[config.mk]
export PLATFORM = sky130hd
export DESIGN_NAME = uart_rx_flat
export DESIGN_NICKNAME = d
export VERILOG_FILES = /design/src/rtl/uart_rx_if.sv /design/src/rtl/uart_rx.sv /design/src/flat_wrapper.sv
export SDC_FILE = /design/constraint.sdc
export NUM_CORES = 1
export LEC_CHECK = 0
export ABC_AREA = 1
export CELL_PAD_IN_SITES_DETAIL_PLACEMENT = 1
export CELL_PAD_IN_SITES_GLOBAL_PLACEMENT = 1
export CORE_MARGIN = 2
export CORE_UTILIZATION = 42
export CTS_BUF_LIST = sky130_fd_sc_hd__clkbuf_8
export DETAILED_ROUTE_END_ITERATION = 10
export HOLD_SLACK_MARGIN = 0.06
export PLACE_DENSITY = 0.76
export SLEW_MARGIN = 5
export SYNTH_ARGS = -nofsm -noshare
export SYNTH_HDL_FRONTEND = slang
export SYNTH_SLANG_ARGS = --single-unit
[constraint.sdc]
create_clock -name sourceClk -period 1.6 [get_ports sourceClk]
set_input_delay 0.48 -clock sourceClk [delete_from_list [all_inputs] [get_ports sourceClk]]
set_output_delay 0.48 -clock sourceClk [all_outputs]
set_load 0.02 [all_outputs]
[src/rtl/uart_rx_if.sv]
// rtl/uart_rx_if.sv - bus-side handshake bundle of the UART receiver
//
// Purpose: groups the enable, consume handshake, held byte and status flags of
//          uart_rx so the CPU/bus side connects through a single port.
// Signals:
//   cs          receiver enable (bus -> receiver)
//   rx_ack      consume held byte and clear flags (bus -> receiver)
//   rx_byte     last good byte, LSb received first (receiver -> bus)
//   rx_ready    rx_byte holds an unconsumed byte (receiver -> bus)
//   frame_error sticky, a stop bit was sampled low (receiver -> bus)
//   overrun     sticky, a frame completed while rx_ready was high (receiver -> bus)
//   busy        receiver is not idle (receiver -> bus)
// Modports: master = bus/CPU side, slave = receiver.

interface uart_rx_if;
   logic       cs;
   logic       rx_ack;
   logic [7:0] rx_byte;
   logic       rx_ready;
   logic       frame_error;
   logic       overrun;
   logic       busy;

   modport master (
      output cs, rx_ack,
      input  rx_byte, rx_ready, frame_error, overrun, busy
   );

   modport slave (
      input  cs, rx_ack,
      output rx_byte, rx_ready, frame_error, overrun, busy
   );
endinterface

[src/rtl/uart_rx.sv]
// rtl/uart_rx.sv - 8N1/8N2 UART receiver with one-deep holding register
//
// Purpose: synchronises the asynchronous rx line, validates the start bit at
//          mid-bit, majority-votes every data and stop bit, and holds the
//          received byte behind a ready/ack handshake with sticky error flags.
// Parameters:
//   CLKS_PER_BIT  sourceClk cycles per bit (8..65535)
//   STOP_BITS     number of stop bits checked (1 or 2)
// Ports:
//   sourceClk  system clock
//   reset      asynchronous, active-high reset
//   rx_in      serial line, idles high, asynchronous to sourceClk
//   bus        uart_rx_if.slave: cs, rx_ack in; rx_byte, rx_ready,
//              frame_error, overrun, busy out

module uart_rx #(
   parameter int CLKS_PER_BIT = 104,
   parameter int STOP_BITS    = 1
) (
   input  logic     sourceClk,
   input  logic     reset,
   input  logic     rx_in,
   uart_rx_if.slave bus
);

   localparam int CW = $clog2(CLKS_PER_BIT);
   localparam logic [CW-1:0] HALF_BIT = CW'(CLKS_PER_BIT / 2);
   localparam logic [CW-1:0] LAST_CNT = CW'(CLKS_PER_BIT - 1);

   typedef enum logic [2:0] {
      ST_IDLE,
      ST_START,
      ST_DATA,
      ST_STOP,
      ST_DELIVER,
      ST_WAIT_HIGH
   } state_t;

   state_t        state;
   logic [CW-1:0] cnt;
   logic [2:0]    bit_cnt;
   logic [1:0]    stop_cnt;
   logic [7:0]    shift;

   logic [7:0]    byte_q;
   logic          ready_q;
   logic          fe_q;
   logic          ovr_q;
   logic          busy_q;

   logic          sync1;
   logic          sync2;
   logic [2:0]    hist;
   logic          vote;

   // Two-flop synchroniser followed by a 3-deep history for majority voting;
   // all reset to the idle (high) line level so reset never looks like a start.
   always_ff @(posedge sourceClk or posedge reset) begin
      if (reset) begin
         sync1 <= 1'b1;
         sync2 <= 1'b1;
         hist  <= 3'b111;
      end else begin
         sync1 <= rx_in;
         sync2 <= sync1;
         hist  <= {hist[1:0], sync2};
      end
   end

   assign vote = (hist[0] & hist[1]) | (hist[0] & hist[2]) | (hist[1] & hist[2]);

   always_ff @(posedge sourceClk or posedge reset) begin
      if (reset) begin
         state    <= ST_IDLE;
         cnt      <= '0;
         bit_cnt  <= '0;
         stop_cnt <= '0;
         shift    <= '0;
         byte_q   <= '0;
         ready_q  <= 1'b0;
         fe_q     <= 1'b0;
         ovr_q    <= 1'b0;
         busy_q   <= 1'b0;
      end else begin
         // Ack clears first; any flag set or delivery below in the same cycle wins.
         if (bus.rx_ack) begin
            ready_q <= 1'b0;
            fe_q    <= 1'b0;
            ovr_q   <= 1'b0;
         end

         case (state)
            ST_IDLE: begin
               if (!sync2 && bus.cs) begin
                  state  <= ST_START;
                  cnt    <= '0;
                  busy_q <= 1'b1;
               end
            end

            ST_START: begin
               if (!bus.cs) begin
                  state  <= ST_IDLE;
                  busy_q <= 1'b0;
               end else if (cnt == HALF_BIT) begin
                  if (vote) begin
                     // Line went back high before mid-bit: treat as a glitch.
                     state  <= ST_IDLE;
                     busy_q <= 1'b0;
                  end else begin
                     state   <= ST_DATA;
                     cnt     <= '0;
                     bit_cnt <= '0;
                  end
               end else begin
                  cnt <= cnt + CW'(1);
               end
            end

            ST_DATA: begin
               if (!bus.cs) begin
                  state  <= ST_IDLE;
                  busy_q <= 1'b0;
               end else if (cnt == LAST_CNT) begin
                  shift   <= {vote, shift[7:1]};
                  cnt     <= '0;
                  bit_cnt <= bit_cnt + 3'd1;
                  if (bit_cnt == 3'd7) begin
                     state    <= ST_STOP;
                     stop_cnt <= 2'(STOP_BITS);
                  end
               end else begin
                  cnt <= cnt + CW'(1);
               end
            end

            ST_STOP: begin
               if (!bus.cs) begin
                  state  <= ST_IDLE;
                  busy_q <= 1'b0;
               end else if (cnt == LAST_CNT) begin
                  cnt <= '0;
                  if (!vote) begin
                     fe_q  <= 1'b1;
                     state <= ST_WAIT_HIGH;
                  end else begin
                     stop_cnt <= stop_cnt - 2'd1;
                     if (stop_cnt == 2'd1) begin
                        state <= ST_DELIVER;
                     end
                  end
               end else begin
                  cnt <= cnt + CW'(1);
               end
            end

            ST_DELIVER: begin
               // A coincident ack frees the holding register, so the new byte lands.
               if (!ready_q || bus.rx_ack) begin
                  byte_q  <= shift;
                  ready_q <= 1'b1;
               end else begin
                  ovr_q <= 1'b1;
               end
               state  <= ST_IDLE;
               busy_q <= 1'b0;
            end

            ST_WAIT_HIGH: begin
               // Hold off through a break so a long low is not seen as a new start.
               if (sync2) begin
                  state  <= ST_IDLE;
                  busy_q <= 1'b0;
               end
            end

            default: begin
               state  <= ST_IDLE;
               busy_q <= 1'b0;
            end
         endcase
      end
   end

   assign bus.rx_byte     = byte_q;
   assign bus.rx_ready    = ready_q;
   assign bus.frame_error = fe_q;
   assign bus.overrun     = ovr_q;
   assign bus.busy        = busy_q;

endmodule

[src/flat_wrapper.sv]
// flat-port wrapper written by rule: the top's interface ports become plain ports
module uart_rx_flat 
#(
   parameter int CLKS_PER_BIT = 104,
   parameter int STOP_BITS    = 1
)
  (sourceClk, reset, rx_in, bus_cs, bus_rx_ack, bus_rx_byte, bus_rx_ready, bus_frame_error, bus_overrun, bus_busy);
  uart_rx_if bus_i ();
  input  logic sourceClk;
  input  logic reset;
  input  logic rx_in;
  input wire logic [$bits(bus_i.cs)-1:0] bus_cs;
  input wire logic [$bits(bus_i.rx_ack)-1:0] bus_rx_ack;
  output wire logic [$bits(bus_i.rx_byte)-1:0] bus_rx_byte;
  output wire logic [$bits(bus_i.rx_ready)-1:0] bus_rx_ready;
  output wire logic [$bits(bus_i.frame_error)-1:0] bus_frame_error;
  output wire logic [$bits(bus_i.overrun)-1:0] bus_overrun;
  output wire logic [$bits(bus_i.busy)-1:0] bus_busy;
  assign bus_i.cs = bus_cs;
  assign bus_i.rx_ack = bus_rx_ack;
  assign bus_rx_byte = bus_i.rx_byte;
  assign bus_rx_ready = bus_i.rx_ready;
  assign bus_frame_error = bus_i.frame_error;
  assign bus_overrun = bus_i.overrun;
  assign bus_busy = bus_i.busy;
  uart_rx #(.CLKS_PER_BIT(CLKS_PER_BIT), .STOP_BITS(STOP_BITS)) u_core (.sourceClk(sourceClk), .reset(reset), .rx_in(rx_in), .bus(bus_i));
endmodule
==> results of run 1 <==
## synthesized netlist by cell type
master	n	area share [%]
o21ai_1	6	1.5
nand3b_1	2	0.73
or2_0	1	0.31
nand2_2	4	1.2
o21ai_0	15	3.7
nor2_2	5	1.5
ha_1	5	3.1
xor2_1	1	0.43
dfrtp_1	35	43
nor2_8	1	0.98
nand2_1	81	15
buf_6	2	1.1
nand3_1	22	5.4
nand3_4	1	0.86
inv_2	4	0.73
o21bai_1	1	0.37
dfstp_2	5	6.4
mux2_2	1	0.55
o21ai_2	2	0.86
buf_4	1	0.37
a21oi_1	3	0.73
nor2_1	15	2.8
buf_2	1	0.24
nand4_1	7	2.1
inv_1	35	6.4
## registers in the layout, indices dropped and copies added, names as in the netlist, 2 cells and up
name	flops
u_core.state	3
u_core.stop_cnt	2
u_core.hist	3
u_core.cnt	7
u_core.bit_cnt	3
u_core.shift	8
u_core.bus.rx_byte	8
## area by class of cell
| class | count | area share [%] |
|---|---|---|
| Sequential cell | 40 | 39.7 |
| Multi-Input combinational cell | 173 | 35.7 |
| Timing Repair Buffer | 30 | 10.8 |
| Inverter | 39 | 5.76 |
| Tap cell | 67 | 3.30 |
| Clock buffer | 6 | 3.25 |
| Clock inverter | 2 | 1.53 |
## path summary, 6_finish.rpt
| kind | depth (start not counted) | start | end | slack, ns |
|---|---|---|---|---|
| max | 6 | bus_cs | u_core.cnt[3] | 0.05 |
| max in group asynchronous | 3 | reset | u_core.sync1 | 0.77 |
| min | 0 | u_core.hist[1] | u_core.hist[2] | 0.36 |
| min reg2reg | 0 | u_core.hist[1] | u_core.hist[2] | 0.36 |
| max reg2reg | 8 | u_core.cnt[1] | u_core.bit_cnt[0] | 0.07 |
| min in group asynchronous | 3 | reset | u_core.bus.overrun | 0.54 |
## kinds of logic (layout without fill, tap and decap cells)
kind of cell	Yosys count	after routing	synth area share, %
buffers and inverters	43	77	8.87
adders and majority gates	5	5	3.06
DFF	40	40	49.2
muxes	1	1	0.550
AOI/OAI and AO/OA	27	27	7.09
xor gates and xnor gates	1	1	0.428
and+or+nand+nor	139	139	30.8
## where the power goes
part	internal [mW]	leakage (nW)	switching, mW
sequential	1.19	0.488	0.148
combinational	0.466	0.805	0.754
clock	0.511	0.0614	0.384
total	2.17	1.35	1.29
## metrics by stage
step / setup TNS [ns] / hold WS [ns]
2_1_floorplan: 0 / 0.345
3_3_place_gp: -3.16 / 0.348
3_5_place_dp: -4.41 / 0.350
4_1_cts: 0 / 0.362
5_1_grt: -0.217 / 0.366
6_report: 0 / 0.361
## worst max-delay path, cell delays in order
cell             delay [ns]
clkdlybuf4s50_1        0.57
nand3_1                0.12
a21oi_1                0.24
buf_4                  0.20
nand3_1                0.07
o21ai_1                0.09
## timing repair
action	CTS	global route
setup endpoints to repair	23	16
pin swaps	0	3
buffers inserted	0	1
resized for setup	14	12
## layer usage
layer  part of all wire [%]  global-route usage [%]
met5                      0                       0
met4                   0.76                    5.45
met3                    1.8                    3.70
met2                     52                    36.0
met1                     45                    26.4
==> results.tsv, run 1 <==
stage	metric	value	unit
outcome	outcome	completed	
synth	syn_area	0.00205	sq mm
sta	fin_crit_sh	97.0	%
cells_and_area	final_nets	299	
power	p_per_area	1360	mW/mm^2
routing	routedWlPerCell	14.0	um
synth	syn_nets	266	
clocking	postCtsHoldBufs	0	
cells_and_area	layout-drive-gt1-share	18.6	%
critical_path	cp_max_fo	7	
job	cap_violations	0	
clocking	clock_path_buffers	2	
die	die_w	73.8	um
die	core_area	0.00472	sq mm
worst_hold_path	hold_path_class	reg -> reg	
cells_and_area	fillCellCount	586	
sta	slew_viol_final	0	
clocking	htree_levels	2	
placed_design	gp_congestion	0.873	
sta	finalClockSkew	0.00619	ns
global_route	grt_pass1_wl	8.47	mm
sta	hold_viol_final	0	
cells_and_area	design_area	0.00254	sq mm
synth	yosysWarnings	0	
critical_path	crit_arrival	1.78	ns
critical_path	crit_type	in -> reg	
synth	postSynthAreaPerCell	7.99	sq um
cells_and_area	fin_util	53.8	%
critical_path	end_kind	flip-flop	
cells_and_area	multiInputGateArea	906	sq um
global_route	grtUsageTotal	20.7	%
power	fin_total_pwr	3.45	mW
routing	vias	1736	
die	die_area	0.00544	sq mm
placed_design	post-place-ws	-0.269	ns
cells_and_area	layout_commonest_cell	nand2_1	
global_route	grt_max_degree	41	
cells_and_area	area_growth	24.2	%
critical_path	required	1.83	ns
routing	drt_iter0_drc	36	
clocking	clkLatencyLatePin	0.29	ns
clocking	cts-root-buf	clkbuf_8	
clocking	cts_tree	yes	
synth	syn_inst	256	
sta	worst_slew_pin_slew	0.289	ns
die	start_util	43.3	%
cells_and_area	final_cell_mix	79 x nand2_1, 35 x dfrtp_1, 33 x inv_1	
sta	slew_headroom	80.7	%
clocking	path_clk_slew	0.09	ns
sta	min_period	1.55	ns
synth	synth-seq-cells	40	
cells_and_area	seq_area	0.00101	sq mm
routing	wirelength	5.01	mm
cells_and_area	diodes	0	
global_route	antenna_found_initial	0	
power	power_leakage	1.35	nW
routing	drc_errors	0	
sta	fmax	645	MHz
die	rows	25	
placed_design	dpl.hpwl	3.71	mm
sta	setup_violations	0	
global_route	grt_pass1_vias	1781	
critical_path	worstSetupStartpointType	input port	
sta	rsz0062_at_grt	yes	
die	ioPinCount	17	
placed_design	placedCellCount	348	
routing	first_pass_iters	4	
synth	ys_seq_area_share	49.2	%
clocking	numCtsBuffers	5	
placed_design	portBuffers	16	
routing	ant_nets	0	
power	max-vdd-ir-drop	0.665	mV
routing	viasPerCell	4.86	
die	die_h	73.8	um
global_route	grt-ovfl-total	0	
placed_design	placed_area	0.00238	sq mm
synth	synth_cell_type_count	25	
sta	fin_ws	0.0486	ns
cells_and_area	stdcell_count	357	
clocking	clock_sinks	40	
Note: power is estimated with default switching activity, not from simulation.
==> run 2: changes to the inputs <==
--- a/config.mk
+++ b/config.mk
@@ -8,7 +8,7 @@
 export ABC_AREA = 1
 export CELL_PAD_IN_SITES_DETAIL_PLACEMENT = 1
 export CELL_PAD_IN_SITES_GLOBAL_PLACEMENT = 1
-export CORE_MARGIN = 2
+export CORE_MARGIN = 3
 export CORE_UTILIZATION = 42
 export CTS_BUF_LIST = sky130_fd_sc_hd__clkbuf_8
 export DETAILED_ROUTE_END_ITERATION = 10
==> constraint.sdc (replaced) <==
create_clock -name sourceClk -period 1.69 [get_ports sourceClk]
set_input_delay 0.507 -clock sourceClk [delete_from_list [all_inputs] [get_ports sourceClk]]
set_output_delay 0.507 -clock sourceClk [all_outputs]
set_load 0.02 [all_outputs]
==> run 2 against run 1 <==
Clock-buffer cell count unchanged. Non-clock buffer count unchanged. Die area increased by 5.5%. Worst hold slack got worse by 0.0038 ns. Sequential share of layout area increased by 0.66 points. First-iteration DRC count unchanged. Power decreased by 6.5%. Sequential power decreased by 7%. Global-route usage decreased by 0.67 points. Critical path depth unchanged. Critical endpoint is now u_core.bit_cnt[2]. Largest power group unchanged.
==> results.tsv, run 2 (same netlist as run 1, synthesis figures left out) <==
stage	metric	value	unit
outcome	outcome	completed	
critical_path	end_kind	flip-flop	
placed_design	placed_area	0.00237	sq mm
critical_path	r2r_cells	9	
sta	fmax	633	MHz
power	power_leakage	1.35	nW
sta	setup_violations	0	
sta	min_period	1.58	ns
clocking	postCtsHoldBufs	0	
clocking	cts-root-buf	clkbuf_8	
sta	rsz0062_at_grt	yes	
cells_and_area	layout-drive-gt1-share	16.6	%
global_route	grt_max_degree	41	
sta	finalClockSkew	0.00551	ns
critical_path	slowest_stage	clkdlybuf4s50_1	
clocking	numCtsBuffers	5	
routing	wirelength	4.96	mm
cells_and_area	design_area	0.00250	sq mm
die	die_w	75.8	um
sta	fin_worst_hold_slack	0.357	ns
die	core_area	0.00453	sq mm
die	ioPinCount	17	
clocking	path_clk_slew	0.08	ns
cells_and_area	diodes	0	
sta	worst_slew_pin_slew	0.298	ns
critical_path	path_buf_inv	1	
critical_path	required	1.87	ns
cells_and_area	area_growth	22.1	%
cells_and_area	fillCellCount	573	
critical_path	timing.rr.end	u_core.state[0]	
sta	fin_setup_tns	0	ns
critical_path	crit_arrival	1.76	ns
routing	ant_nets	0	
placed_design	portBuffers	16	
routing	first_pass_iters	4	
cells_and_area	multiInputGateArea	867	sq um
cells_and_area	stdcell_count	355	
clocking	clock_sinks	40	
power	p_per_area	1290	mW/mm^2
die	rows	24	
critical_path	crit_chain	clkdlybuf4s50_1, nand3_1, a21oi_1, a21oi_1, nand2_1, nand2_1	
clocking	cts_tree	yes	
routing	viasPerCell	4.93	
sta	slew_viol_final	0	
critical_path	crit_type	in -> reg	
clocking	clock_path_buffers	2	
critical_path	rrSetupSlack	0.16	ns
placed_design	dpl.hpwl	3.64	mm
worst_hold_path	hold_depth	0	
critical_path	slowest_delay	0.55	ns
worst_hold_path	hold_path_class	reg -> reg	
placed_design	gp_congestion	0.813	
placed_design	post-place-ws	-0.140	ns
critical_path	path_delay_family	buffers and inverters	
cells_and_area	final_nets	299	
cells_and_area	final_cell_mix	81 x nand2_1, 35 x dfrtp_1, 34 x inv_1	
die	die_h	75.8	um
placed_design	placedCellCount	346	
global_route	grt-ovfl-total	0	
job	cap_violations	0	
power	max-vdd-ir-drop	0.688	mV
sta	fin_ws	0.111	ns
global_route	grt_pass1_vias	1856	
power	fin_total_pwr	3.23	mW
cells_and_area	seq_area	0.00101	sq mm
routing	routedWlPerCell	14.0	um
global_route	antenna_found_initial	0	
sta	slew_headroom	80.1	%
sta	fin_crit_sh	93.4	%
routing	drt_iter0_drc	36	
critical_path	worstSetupStartpointType	input port	
global_route	grt_pass1_wl	8.67	mm
critical_path	cp_max_fo	5	
worst_hold_path	min_from	u_core.sync1	
clocking	clkLatencyLatePin	0.29	ns
routing	drc_errors	0	
sta	hold_viol_final	0	
routing	vias	1750	
critical_path	reg2reg_from	u_core.cnt[0]	
global_route	grtUsageTotal	20.0	%
clocking	htree_levels	2	
die	die_area	0.00574	sq mm
die	start_util	45.1	%
cells_and_area	layout_commonest_cell	nand2_1	
worst_hold_path	holdPathEnd	u_core.sync2	
cells_and_area	fin_util	55.1	%
run 2: layout make-up:
type	count	area share [%]
inverters	39	5.86
clock inverters	2	1.55
repair buffers	30	11.0
flip-flops and latches	40	40.3
well taps	65	3.25
multi-input cells	173	34.7
clock buffers	6	3.30
run 2: worst max-delay path by stage:
stage                             start           endpoint  slack [ns]  cells after the start
after floorplan                   reset  u_core.bit_cnt[0]        0.27                      1
after global placement           bus_cs    u_core.state[1]       -0.14                      7
after detailed placement         bus_cs    u_core.state[0]       -0.14                      8
after CTS                 u_core.cnt[1]      u_core.cnt[5]        0.04                      9
after global routing             bus_cs  u_core.bit_cnt[1]      -0.007                      6
final                            bus_cs  u_core.bit_cnt[2]        0.11                      6
run 2: what timing repair did:
item,4_1_cts,5_1_grt
gates cloned,0,0
pin swaps,0,3
endpoints found under the hold margin,0,0
resized for setup,12,4
setup endpoints to repair,12,12
buffers inserted,0,1
run 2: where the power goes:
group	leakage (nW)	total [mW]	switching (mW)	internal, mW
combinational	0.803	1.14	0.710	0.429
sequential	0.488	1.24	0.118	1.13
clock	0.0614	0.844	0.360	0.483
run 2: metal layers:
| layer | vias to the layer above | track usage (%) | routed length, um |
|---|---|---|---|
| met5 | - | 0 | 0 |
| met2 | 14 | 34.8 | 2510 |
| li1 | 870 | - | - |
| met3 | 6 | 3.96 | 93 |
| met4 | 0 | 6.60 | 63 |
| met1 | 860 | 24.8 | 2300 |
==> run 3: changes to the inputs <==
--- a/config.mk
+++ b/config.mk
@@ -12,8 +12,8 @@
 export CORE_UTILIZATION = 42
 export CTS_BUF_LIST = sky130_fd_sc_hd__clkbuf_8
 export DETAILED_ROUTE_END_ITERATION = 10
-export HOLD_SLACK_MARGIN = 0.06
-export PLACE_DENSITY = 0.76
+export DONT_BUFFER_PORTS = 1
+export PLACE_DENSITY = 0.7
 export SLEW_MARGIN = 5
 export SYNTH_ARGS = -nofsm -noshare
 export SYNTH_HDL_FRONTEND = slang
==> run 3 against run 2 <==
Clock power down 24%. Combinational power down 13%. First-iteration DRC count is 97% higher. Sequential share of layout area rose by 2.3 points. Design area down 5.4%. Fmax up 1.1%. Critical endpoint is now u_core.bit_cnt[0].
==> results.tsv, run 3 (same netlist as run 1, synthesis figures left out) <==
stage	metric	value	unit
die	die_w	75.8	um
routing	first_pass_iters	4	
cells_and_area	final_nets	288	
die	die_area	0.00574	sq mm
cells_and_area	area_growth	15.5	%
die	core_area	0.00453	sq mm
sta	rsz0062_at_grt	yes	
global_route	grt-ovfl-total	0	
sta	fin_crit_sh	92.4	%
global_route	grt_pass1_vias	1738	
clocking	cts-root-buf	clkbuf_8	
die	ioPinCount	17	
critical_path	crit_path_end	u_core.bit_cnt[0]	
sta	slew_viol_final	0	
routing	wirelength	4.74	mm
routing	routedWlPerCell	13.8	um
power	power_leakage	1.26	nW
routing	ant_nets	0	
routing	viasPerCell	4.88	
global_route	grt_pass1_wl	8.12	mm
routing	wl_met2	2.16	mm
critical_path	timing.rr.end	u_core.bit_cnt[0]	
cells_and_area	final_cell_mix	81 x nand2_1, 35 x dfrtp_1, 34 x inv_1	
clocking	htree_levels	2	
sta	hold_viol_final	0	
clocking	clock_path_buffers	2	
sta	min_period	1.56	ns
clocking	path_clk_slew	0.09	ns
cells_and_area	layout_commonest_cell	nand2_1	
clocking	clock_sinks	40	
sta	worst_slew_pin_slew	0.482	ns
critical_path	cpMostUsedCell	inv_2	
routing	drc_errors	0	
clocking	cts_tree	yes	
sta	setup_violations	0	
critical_path	crit_chain	buf_4, ha_2, nand2_2, inv_2, nand3_4, nor2_8, inv_2, or2_0, nand2_1	
critical_path	end_kind	flip-flop	
sta	fmax	640	MHz
routing	drt_iter0_drc	71	
routing	wl_met1	2.35	mm
routing	highest_layer	met4	
placed_design	gp_congestion	0.821	
sta	fin_setup_tns	0	ns
placed_design	dpl.hpwl	3.56	mm
critical_path	crit_type	reg -> reg	
critical_path	rrSetupSlack	0.13	ns
cells_and_area	diodes	0	
die	die_h	75.8	um
clocking	clkLatencyLatePin	0.30	ns
worst_hold_path	hold_path_class	in -> async	
clocking	postCtsHoldBufs	0	
critical_path	required	1.92	ns
global_route	grt_max_degree	41	
global_route	antenna_found_initial	0	
routing	wl_met3	135	um
routing	vias	1678	
global_route	grtUsageTotal	19.1	%
placed_design	portBuffers	0	
die	rows	24	
critical_path	reg2reg_from	u_core.cnt[0]	
job	cap_violations	0	
clocking	numCtsBuffers	5	
sta	finalClockSkew	0.00897	ns
critical_path	slowest_delay	0.38	ns
critical_path	r2r_cells	9	
critical_path	slowest_stage	dfrtp_1	
power	fin_total_pwr	3.00	mW
critical_path	cp_max_fo	5	
critical_path	crit_arrival	1.79	ns
power	p_per_area	1270	mW/mm^2
sta	slew_headroom	67.8	%
power	max-vdd-ir-drop	0.533	mV
die	start_util	45.1	%
critical_path	worstSetupStartpointType	flip-flop	
critical_path	startpoint	u_core.cnt[0]	
cells_and_area	layout-drive-gt1-share	20.1	%
outcome	outcome	completed	
## run 3: timing repair
| action | in CTS | in global routing |
|---|---|---|
| pin swaps | 0 | 7 |
| gates resized for setup | 1 | 8 |
| endpoints found under the setup margin | 7 | 21 |
| buffers inserted | 0 | 2 |
## run 3: worst min path at each step
stage	cells past startpoint	startpoint	slack (ns)	to
floorplan	0	u_core.sync1	0.35	u_core.sync2
global placement	0	u_core.sync1	0.35	u_core.sync2
detailed placement	0	u_core.sync1	0.35	u_core.sync2
CTS	2	reset	0.16	u_core.bus.rx_ready
global route	2	reset	0.17	u_core.bus.rx_byte[6]
finish	2	reset	0.15	u_core.bus.rx_ready
## run 3: layout make-up
type	instances	area, sq um
Tap cell	65	81.3
Clock inverter	3	20.0
Multi-Input combinational cell	173	881
Timing Repair Buffer	19	159
Clock buffer	5	68.8
Inverter	39	146
Sequential cell	40	1010
Fill cell	557	2170
## run 3: through the flow
stage / utilization (%) / setup slack, ns / area, sq um / instances / hold slack (ns)
finish: 52.1 / 0.129 / 2360 / 344 / 0.152
global route: 52.1 / -0.0549 / 2360 / 344 / 0.167
CTS: 51.3 / 0.0550 / 2320 / 342 / 0.161
detailed placement: 49.2 / -0.194 / 2230 / 334 / 0.350
global placement: 49.2 / -0.100 / 2230 / 334 / 0.347
floorplan: - / 0.274 / 2050 / 256 / 0.345
## run 3: critical path: cells and delay by family (launching register included)
kind / cells / cell delay [ns]
and+or+nand+nor: 5 / 0.65
DFF: 1 / 0.38
buffers and inverters: 3 / 0.28
adders and majority gates: 1 / 0.20
## run 3: where the power goes
group | internal, mW | switching [mW] | total [mW]
sequential | 1.13 | 0.245 | 1.37
combinational | 0.394 | 0.593 | 0.988
clock | 0.288 | 0.354 | 0.642
total | 1.81 | 1.19 | 3.00
## run 3: per-layer routing
layer  up-vias  global-route usage (%)
li1        849                       -
met2        22                    28.8
met3         9                    3.69
met1       798                    26.6
met4         0                    8.16
met5         -                       0
